`src/rtl/fp32_seq_pkg.sv`:
```
// Shared constants and FSM state encoding for the FP32 multiplier sequencer.
// State codes are plain localparams so older tools and netlists see fixed encodings.
package fp32_seq_pkg;

    localparam int unsigned FP32_W = 32;

    typedef logic [2:0] seq_state_e;

    localparam seq_state_e IDLE  = 3'd0;
    localparam seq_state_e RD_A  = 3'd1;
    localparam seq_state_e RD_B  = 3'd2;
    localparam seq_state_e ISSUE = 3'd3;
    localparam seq_state_e DRAIN = 3'd4;

endpackage

```
`src/rtl/fp32_seq_result_stage.sv`:
```
// Result collection for the sequencer: one capture register, in-order result RAM writes,
// saturating overflow/underflow counters and spurious-done detection (FP32_SEQ_CHECK_EN adds compare).
module fp32_seq_result_stage
    import fp32_seq_pkg::*;
#(
    parameter int unsigned ADDR_W = 8,
    parameter int unsigned CNT_W  = 8
) (
    input  logic              clk,
    input  logic              rst,
    input  logic              clear,
    input  logic              issue,
    input  logic              mul_done,
    input  logic [FP32_W-1:0] mul_result,
    input  logic              mul_overflow,
    input  logic              mul_underflow,
    output logic              res_wr_en,
    output logic [ADDR_W-1:0] res_wr_addr,
    output logic [FP32_W-1:0] res_wr_data,
    output logic [CNT_W-1:0]  rx_count,
    output logic [CNT_W-1:0]  ovf_count,
    output logic [CNT_W-1:0]  unf_count,
    output logic              err_spurious
`ifdef FP32_SEQ_CHECK_EN
    ,
    output logic [ADDR_W-1:0] exp_rd_addr,
    input  logic [FP32_W-1:0] exp_rd_data,
    output logic [CNT_W-1:0]  mismatch_count
`endif
);

    logic [CNT_W-1:0]  outstanding_q;
    logic [CNT_W-1:0]  rx_q;
    logic [CNT_W-1:0]  ovf_q;
    logic [CNT_W-1:0]  unf_q;
    logic [FP32_W-1:0] data_q;
    logic              wr_valid_q;
    logic              ovf_flag_q;
    logic              unf_flag_q;
    logic              err_q;
    logic              accept;

    // A done with nothing in flight is dropped and flagged instead of written.
    assign accept = mul_done && (outstanding_q != '0);

    always_ff @(posedge clk) begin
        if (rst) begin
            outstanding_q <= '0;
            rx_q          <= '0;
            ovf_q         <= '0;
            unf_q         <= '0;
            data_q        <= '0;
            wr_valid_q    <= 1'b0;
            ovf_flag_q    <= 1'b0;
            unf_flag_q    <= 1'b0;
            err_q         <= 1'b0;
        end else begin
            if (issue && !accept) begin
                outstanding_q <= outstanding_q + CNT_W'(1);
            end else if (!issue && accept) begin
                outstanding_q <= outstanding_q - CNT_W'(1);
            end

            if (mul_done && !accept) begin
                err_q <= 1'b1;
            end

            wr_valid_q <= accept;
            if (accept) begin
                data_q     <= mul_result;
                ovf_flag_q <= mul_overflow;
                unf_flag_q <= mul_underflow;
            end

            if (clear) begin
                rx_q  <= '0;
                ovf_q <= '0;
                unf_q <= '0;
            end else if (wr_valid_q) begin
                rx_q <= rx_q + CNT_W'(1);
                if (ovf_flag_q && (ovf_q != '1)) begin
                    ovf_q <= ovf_q + CNT_W'(1);
                end
                if (unf_flag_q && (unf_q != '1)) begin
                    unf_q <= unf_q + CNT_W'(1);
                end
            end
        end
    end

    assign res_wr_en    = wr_valid_q;
    assign res_wr_addr  = ADDR_W'(rx_q);
    assign res_wr_data  = data_q;
    assign rx_count     = rx_q;
    assign ovf_count    = ovf_q;
    assign unf_count    = unf_q;
    assign err_spurious = err_q;

`ifdef FP32_SEQ_CHECK_EN
    logic [CNT_W-1:0] mismatch_q;

    // Index of the result arriving now, allowing for a write still pending this cycle.
    assign exp_rd_addr = ADDR_W'(rx_q + CNT_W'(wr_valid_q));

    always_ff @(posedge clk) begin
        if (rst) begin
            mismatch_q <= '0;
        end else if (clear) begin
            mismatch_q <= '0;
        end else if (wr_valid_q && (data_q != exp_rd_data) && (mismatch_q != '1)) begin
            mismatch_q <= mismatch_q + CNT_W'(1);
        end
    end

    assign mismatch_count = mismatch_q;
`endif

endmodule

```
`src/rtl/fp32_mult_sequencer.sv`:
```
// Batch sequencer feeding operand pairs from RAM to the pipelined FP32 multiplier.
// Optional result checking is enabled by defining FP32_SEQ_CHECK_EN.
module fp32_mult_sequencer
    import fp32_seq_pkg::*;
#(
    parameter int unsigned ADDR_W = 8,
    parameter int unsigned CNT_W  = 8
) (
    input  logic              clk,
    input  logic              rst,
    input  logic              cmd_go,
    input  logic [CNT_W-1:0]  cmd_pairs,
    output logic              busy,
    output logic              batch_done,
    output logic              op_rd_en,
    output logic [ADDR_W-1:0] op_rd_addr,
    input  logic [FP32_W-1:0] op_rd_data,
    output logic              mul_start,
    output logic [FP32_W-1:0] mul_a,
    output logic [FP32_W-1:0] mul_b,
    input  logic              mul_done,
    input  logic [FP32_W-1:0] mul_result,
    input  logic              mul_overflow,
    input  logic              mul_underflow,
    output logic              res_wr_en,
    output logic [ADDR_W-1:0] res_wr_addr,
    output logic [FP32_W-1:0] res_wr_data,
    output logic [CNT_W-1:0]  ovf_count,
    output logic [CNT_W-1:0]  unf_count,
    output logic              err_spurious
`ifdef FP32_SEQ_CHECK_EN
    ,
    output logic [ADDR_W-1:0] exp_rd_addr,
    input  logic [FP32_W-1:0] exp_rd_data,
    output logic [CNT_W-1:0]  mismatch_count
`endif
);

    seq_state_e        state_q;
    logic [CNT_W-1:0]  k_q;
    logic [CNT_W-1:0]  n_q;
    logic [FP32_W-1:0] a_q;
    logic [FP32_W-1:0] mul_a_q;
    logic [FP32_W-1:0] mul_b_q;
    logic [ADDR_W-1:0] addr_q;
    logic              busy_q;
    logic              done_q;
    logic              mul_start_q;
    logic              start_batch;
    logic [CNT_W-1:0]  rx_count;

    // Operand RAM layout: a_k at word 2k, b_k at word 2k+1.
    function automatic logic [ADDR_W-1:0] pair_addr(input logic [CNT_W-1:0] idx,
                                                    input logic odd);
        logic [CNT_W:0] word;
        word = {idx, odd};
        return ADDR_W'(word);
    endfunction

    assign start_batch = (state_q == IDLE) && cmd_go && (cmd_pairs != '0);

    always_ff @(posedge clk) begin
        if (rst) begin
            state_q     <= IDLE;
            k_q         <= '0;
            n_q         <= '0;
            a_q         <= '0;
            mul_a_q     <= '0;
            mul_b_q     <= '0;
            addr_q      <= '0;
            busy_q      <= 1'b0;
            done_q      <= 1'b0;
            mul_start_q <= 1'b0;
        end else begin
            done_q      <= 1'b0;
            mul_start_q <= 1'b0;
            case (state_q)
                IDLE: begin
                    if (cmd_go) begin
                        if (cmd_pairs != '0) begin
                            n_q     <= cmd_pairs;
                            k_q     <= '0;
                            addr_q  <= pair_addr('0, 1'b0);
                            busy_q  <= 1'b1;
                            state_q <= RD_A;
                        end else begin
                            done_q <= 1'b1;
                        end
                    end
                end
                RD_A: begin
                    addr_q  <= pair_addr(k_q, 1'b1);
                    state_q <= RD_B;
                end
                RD_B: begin
                    a_q     <= op_rd_data;
                    state_q <= ISSUE;
                end
                ISSUE: begin
                    // b arrives this cycle; the pair is presented with mul_start next cycle.
                    mul_a_q     <= a_q;
                    mul_b_q     <= op_rd_data;
                    mul_start_q <= 1'b1;
                    k_q         <= k_q + CNT_W'(1);
                    if (k_q == n_q - CNT_W'(1)) begin
                        state_q <= DRAIN;
                    end else begin
                        addr_q  <= pair_addr(k_q + CNT_W'(1), 1'b0);
                        state_q <= RD_A;
                    end
                end
                DRAIN: begin
                    if ((rx_count == n_q) && !res_wr_en) begin
                        done_q  <= 1'b1;
                        busy_q  <= 1'b0;
                        state_q <= IDLE;
                    end
                end
                default: state_q <= IDLE;
            endcase
        end
    end

    assign busy       = busy_q;
    assign batch_done = done_q;
    assign op_rd_en   = (state_q == RD_A) || (state_q == RD_B);
    assign op_rd_addr = addr_q;
    assign mul_start  = mul_start_q;
    assign mul_a      = mul_a_q;
    assign mul_b      = mul_b_q;

    fp32_seq_result_stage #(
        .ADDR_W (ADDR_W),
        .CNT_W  (CNT_W)
    ) u_result_stage (
        .clk            (clk),
        .rst            (rst),
        .clear          (start_batch),
        .issue          (mul_start_q),
        .mul_done       (mul_done),
        .mul_result     (mul_result),
        .mul_overflow   (mul_overflow),
        .mul_underflow  (mul_underflow),
        .res_wr_en      (res_wr_en),
        .res_wr_addr    (res_wr_addr),
        .res_wr_data    (res_wr_data),
        .rx_count       (rx_count),
        .ovf_count      (ovf_count),
        .unf_count      (unf_count),
        .err_spurious   (err_spurious)
`ifdef FP32_SEQ_CHECK_EN
        ,
        .exp_rd_addr    (exp_rd_addr),
        .exp_rd_data    (exp_rd_data),
        .mismatch_count (mismatch_count)
`endif
    );

endmodule
```
`config.mk`:
```
export PLATFORM = sky130hd
export DESIGN_NAME = fp32_mult_sequencer
export DESIGN_NICKNAME = d
export VERILOG_FILES = /design/src/rtl/fp32_seq_pkg.sv /design/src/rtl/fp32_seq_result_stage.sv /design/src/rtl/fp32_mult_sequencer.sv
export SDC_FILE = /design/constraint.sdc
export NUM_CORES = 1
export LEC_CHECK = 0
export CORE_MARGIN = 3
export CORE_UTILIZATION = 36
export CTS_CLUSTER_DIAMETER = 150
export DETAILED_ROUTE_END_ITERATION = 7
export MAX_ROUTING_LAYER = met4
export PLACE_DENSITY = 0.68
export SLEW_MARGIN = 20
export SYNTH_ARGS = -nofsm -noshare
export SYNTH_HDL_FRONTEND = slang
export SYNTH_SLANG_ARGS = --single-unit
```
`constraint.sdc`:
```
create_clock -name clk -period 6.15 [get_ports clk]
set_clock_uncertainty 0.2 [all_clocks]
set_input_delay 1.5375 -clock clk [delete_from_list [all_inputs] [get_ports clk]]
set_output_delay 1.5375 -clock clk [all_outputs]
set_load 0.03 [all_outputs]
```
==> out/qor.csv, run 1 <==
metric,value,unit
min_path_type,flop to flop,
cts.sinks,194,
num_rows,53,
worstSetupPathType,input pin to flop,
async_reset_ff_share,0,%
start_util,36.9,%
synth_common_cells,"285 x nand2_1, 194 x dfxtp_1, 160 x a21oi_1",
slew_headroom,38.7,%
hold_violations,0,
area_delta_synth_final,36.2,%
port_buffers,211,
coreArea,21200,um2
cts_root_buf,clkbuf_16,
reg2reg_from,u_result_stage.outstanding_q[0],
powerDensity,325,nW/um2
diodes,0,
cp-start-kind,input pin,
fin_util,50.2,%
finalSetupTns,0,ps
yosysTopAreaCell,dfxtp_1,
cts_htree_levels,4,
whs_endpoint,mul_a[30],
p_leak,0.00377,uW
rsz0062_at_grt,no,
final_nets,1234,
fin_ws,2010,ps
synth_cell_types,51,
die_x,153,um
insertion_delay,420,ps
syn-cell-area,7830,um2
via_per_inst,4.92,
path_clk_slew,80,ps
arrival,4260,ps
cp.required,6270,ps
irDropWorstVdd,202,uV
drv_cap,0,
setup_violations,0,
synth-seq-cells,194,
antenna_found_initial,0,
grt_overflow,0,
reg2reg_slack,2820,ps
final_max_slew_viol_count,0,
clock_path_buffers,2,
hold_depth,2,
die_area,23500,um2
cts_setup_buffers,0,
r2r_end,u_result_stage.outstanding_q[7],
drt_iter0_drc,321,
synth_edf_count,0,
ant_nets,0,
finalCriticalPeriod,4140,ps
grt_pass1_vias,6593,
ioPinCount,212,
rr_worst_depth,13,
syn-num-nets,1063,
synth_area_per_cell,8.05,um2
cp_max_fo,8,
wire_per_inst,14.5,um
synth_area_leaders,"dfxtp_1 50%, nand2_1 14%, a21oi_1 10%",
fin_crit_sh,67.3,%
wl,20.7,mm
netlist_instances,972,
synth-seq-area-share,49.6,%
yosys_warnings,0,
grt_max_degree,125,
tightest_slew,919,ps
fmax,242,MHz
tritoncts,built,
holdBufCountCts,0,
min_from,a_q[30],
drc_errors,0,
place.detailed.hpwl,13.8,mm
synth_ff_type,dfxtp_1,
dieHeight,153,um
ctsResizeCount,0,
synth.top_cell.area_share,49.6,%
via_count,7038,
finalWeightedCongestion,0.808,
place_worst_setup_slack,1590,ps
track_usage,17.5,%
numCtsBuffers,17,
status,finished clean,
crit_path_end_kind,flop,
firstDrtPassIters,4,
grt_first_pass_wirelength,33.5,mm
synth_most_common_cell,nand2_1,
drive_gt1_share,4.58,%
-- layout make-up --
class,count,area [um2]
Timing Repair Buffer,218,2170
Tap cell,275,344
Clock buffer,18,429
Fill cell,2091,10600
Multi-Input combinational cell,704,3660
Clock inverter,14,154
Inverter,8,30.0
Sequential cell,194,3880
-- report_power, final --
group	switching (uW)	internal [uW]	total [uW]
registers	89.4	1370	1460
clock network	549	549	1100
logic	531	378	909
total	1170	2300	3470
-- critical path, stage by stage --
cell and delay (ps):
clkdlybuf4s50_1 470, and2_1 150, clkinv_1 80, ha_1 200
inv_1 220, ha_1 280, a21o_1 170, a21oi_1 260
o21ai_0 120, a31oi_1 210, mux2i_1 220, mux2_2 340
-- registers in the layout, indices dropped and copies added, names as in the netlist, 3 cells and up --
| register | flops |
|---|---|
| u_result_stage.ovf_count | 8 |
| u_result_stage.res_wr_addr | 8 |
| state_q | 3 |
| u_result_stage.res_wr_data | 32 |
| n_q | 8 |
| op_rd_addr | 8 |
| a_q | 32 |
| mul_b | 32 |
| mul_a | 32 |
| u_result_stage.outstanding_q | 8 |
| u_result_stage.unf_count | 8 |
| k_q | 8 |
-- how the worst max path moves through the flow --
stage,startpoint,end,slack [ps],depth (start not counted)
after floorplan,mul_done,u_result_stage.outstanding_q[7],1670,13
after global placement,mul_done,u_result_stage.outstanding_q[7],1620,12
after detailed placement,mul_done,u_result_stage.outstanding_q[7],1590,12
after CTS,state_q[0],op_rd_en,2010,5
after global routing,mul_done,u_result_stage.outstanding_q[7],1840,12
final,mul_done,u_result_stage.outstanding_q[7],2010,12
-- metal layers --
layer	up-vias	wire length (um)	GRT usage, %
met4	0	227	4.25
met2	173	9840	27.9
met1	3288	9540	22.3
met5	-	0	-
met3	17	1100	4.84
li1	3560	-	-
-- kinds of logic (layout without fill, tap and decap cells) --
kind of cell	after synthesis	in the layout	synth area share [%]
compound gates	199	199	13.8
flops	194	194	49.6
buf+inv	74	258	3.79
simple gates	431	431	23.4
mux	20	20	2.65
xor+xnor	41	41	4.59
fa+ha+maj	13	13	2.17
-- cells in the final DEF, fill, tap and decap left out, types with 2 or more instances in the layout --
cell             Yosys  final
nor4bb_1             2      2
inv_8                0      4
inv_6                0      5
o211ai_1             2      2
nor2b_1              9      8
clkdlybuf4s50_1      0    210
a21boi_0             2      2
mux2_2               6      6
nand2_1            285    285
nor3_1              11     11
nor2_1              62     62
and3_1               5      5
nand4_1              3      3
nor4_1               7      7
xor2_1              16     16
a21o_1               2      2
or4_1                2      2
mux2i_1             14     14
and2_1               4      4
xnor2_1             25     25
or3_1               11     11
o21ai_0             17     17
nand2b_1             5      5
nand3b_1             3      3
dfxtp_1            194    194
a31oi_1              3      3
inv_1                7      7
ha_1                12     12
buf_4                1      7
a21oi_1            160    160
clkinv_8             0      2
nand3_1             15     15
o21bai_1             4      4
clkbuf_16            0     17
-- through the flow --
stage	area (um2)	power [uW]	hold WS [ps]	cells
3_3_place_gp	10100	2390	236	1399
2_1_floorplan	7830	2090	232	972
5_1_grt	10700	3660	274	1431
4_1_cts	10700	3520	250	1431
3_5_place_dp	10100	2400	242	1399
6_report	10700	3470	247	1431
(Power assumes the default switching activity.)
==> inputs of run 2 (changes only) <==
PLACE_DENSITY = 0.7   (was 0.68)
clock period = 3.5 ns   (was 6.15 ns; I/O delays follow)
==> run 2 against run 1 <==
Compared with the run above:
- total power is 79% higher
- global-route usage up 0.17 points
- clock power increased by 78%
- critical endpoint is now u_result_stage.outstanding_q[6]
- highest routed layer unchanged
==> out/qor.csv, run 2 (synthesized netlist as in run 1, its figures left out) <==
metric,value,unit,change
hold_violations,0,,unchanged
worstSetupPathType,input pin to flop,,unchanged
grt_pass1_vias,6704,,was 6593
rsz0062_at_grt,no,,unchanged
via_per_inst,4.83,,was 4.92
arrival,3290,ps,was 4260 ps
coreArea,21200,um2,unchanged
final_max_slew_viol_count,0,,unchanged
cp.depth,13,,was 12
fillers,2053,,was 2091
rr_worst_depth,14,,was 13
cts.sinks,194,,unchanged
endpoint,u_result_stage.outstanding_q[6],,was u_result_stage.outstanding_q[7]
ant_nets,0,,unchanged
track_usage,17.7,%,was 17.5%
firstDrtPassIters,4,,unchanged
min_path_type,flop to flop,,unchanged
grt_first_pass_wirelength,33.7,mm,was 33.5 mm
ctsResizeCount,0,,unchanged
slew_headroom,47.1,%,was 38.7%
cp.required,3600,ps,was 6270 ps
crit_path_end_kind,flop,,unchanged
tritoncts,built,,unchanged
dieHeight,153,um,unchanged
tightest_slew,792,ps,was 919 ps
fin_ws,310,ps,was 2010 ps
grt_max_degree,75,,was 125
reg2reg_from,u_result_stage.outstanding_q[0],,unchanged
clock_path_buffers,2,,unchanged
irDropWorstVdd,338,uV,was 202 uV
powerDensity,576,nW/um2,was 325 nW/um2
drc_errors,0,,unchanged
slowest_stage,clkdlybuf4s50_1,,unchanged
drv_cap,0,,unchanged
antenna_found_initial,0,,unchanged
cp-start-kind,input pin,,unchanged
port_buffers,211,,unchanged
fin_crit_sh,91.2,%,
path_buf_inv,4,,was 3
path_clk_slew,70,ps,was 80 ps
insertion_delay,420,ps,about the same
hold_ws,245,ps,was 247 ps
mostFrequentLayoutCells,"285 x nand2_1, 209 x clkdlybuf4s50_1, 194 x dfxtp_1",,"was 285 x nand2_1, 210 x clkdlybuf4s50_1, 194 x dfxtp_1"
numCtsBuffers,17,,unchanged
start_util,36.9,%,unchanged
drive_gt1_share,5.99,%,was 4.58%
wire_per_inst,14.3,um,was 14.5 um
diodes,0,,unchanged
status,finished clean,,unchanged
fmax,313,MHz,
final_nets,1248,,was 1234
grt_overflow,0,,unchanged
die_x,153,um,unchanged
holdBufCountCts,0,,unchanged
place_worst_setup_slack,-109,ps,was 1590 ps
via_count,6977,,was 7038
area_delta_synth_final,37.9,%,was 36.2%
place.detailed.hpwl,14.3,mm,was 13.8 mm
num_rows,53,,unchanged
cp_max_fo,4,,was 8
cts_htree_levels,4,,unchanged
wl,20.6,mm,was 20.7 mm
critPathTopFamily,buffers and inverters,,unchanged
cts_setup_buffers,0,,unchanged
reg2reg_slack,340,ps,was 2820 ps
crit_chain,clkdlybuf4s50_1 > and2_1 > clkinv_2 > ha_1 > inv_2 > buf_4 > ha_1 > a21oi_1 > o21bai_1 > a21o_1 > a21oi_1 > nor4_1 > or3_1,,was clkdlybuf4s50_1 > and2_1 > clkinv_1 > ha_1 > inv_1 > ha_1 > a21o_1 > a21oi_1 > o21ai_0 > a31oi_1 > mux2i_1 > mux2_2
critPathMaxStageDelay,470,ps,about the same
die_area,23500,um2,unchanged
fin_util,50.9,%,was 50.2%
setup_violations,0,,unchanged
final_common_cell,nand2_1,,unchanged
finalCriticalPeriod,3190,ps,
drt_iter0_drc,374,,was 321
power,6220,uW,was 3470 uW
cts_root_buf,clkbuf_16,,unchanged
p_leak,0.00384,uW,was 0.00377 uW
ioPinCount,212,,unchanged
r2r_end,u_result_stage.outstanding_q[6],,was u_result_stage.outstanding_q[7]
finalWeightedCongestion,0.846,,was 0.808
startpoint,mul_done,,unchanged
## run 2: worst min-delay path by stage
stage               from        end  slack, ps  cells after the start
6_report         a_q[16]  mul_a[16]        250                      2
3_3_place_gp     a_q[26]  mul_a[26]        240                      2
4_1_cts          a_q[13]  mul_a[13]        250                      2
3_5_place_dp      a_q[7]   mul_a[7]        240                      2
2_1_floorplan     a_q[0]   mul_a[0]        230                      2
5_1_grt        mul_b[28]  mul_b[28]        270                      2
## run 2: worst register-to-register path: cells and delay by family, from the launching register on
family | cells | cell delay [ps]
flip-flops | 1 | 370
buffers and inverters | 3 | 250
AO/OA/AOI/OAI | 4 | 630
AND/OR/NAND/NOR | 5 | 1100
adder cells (fa/ha/maj) | 2 | 490
## run 2: layout make-up
cell class | instances | area (um2) | share of cell area [%]
well taps | 275 | 344 | 3.19
repair buffers | 232 | 2280 | 21.1
flip-flops and latches | 194 | 3880 | 36.0
inverters | 8 | 31.3 | 0.290
clock buffers | 17 | 425 | 3.94
multi-input cells | 704 | 3660 | 33.9
clock inverters | 14 | 173 | 1.60
## run 2: layer usage
metal,track usage [%],part of all wire [%],up-vias
met5,-,0,-
met4,5.97,2.0,0
met3,4.16,5.3,23
met2,27.9,48,169
met1,22.4,45,3202
li1,-,-,3583
## run 2: through the flow
stage	TNS, ps	cell area [um2]	std cells
after detailed placement	-302	10200	1413
after CTS	0	10800	1444
after global routing	0	10800	1444
final	0	10800	1444
after global placement	-162	10200	1413
after floorplan	0	7840	972
## run 2: power breakdown
part	switching (uW)	leakage (uW)	total (uW)	internal, uW
clock	936	0.000282	1960	1020
sequential	161	0.00158	2570	2410
combinational	957	0.00199	1690	737
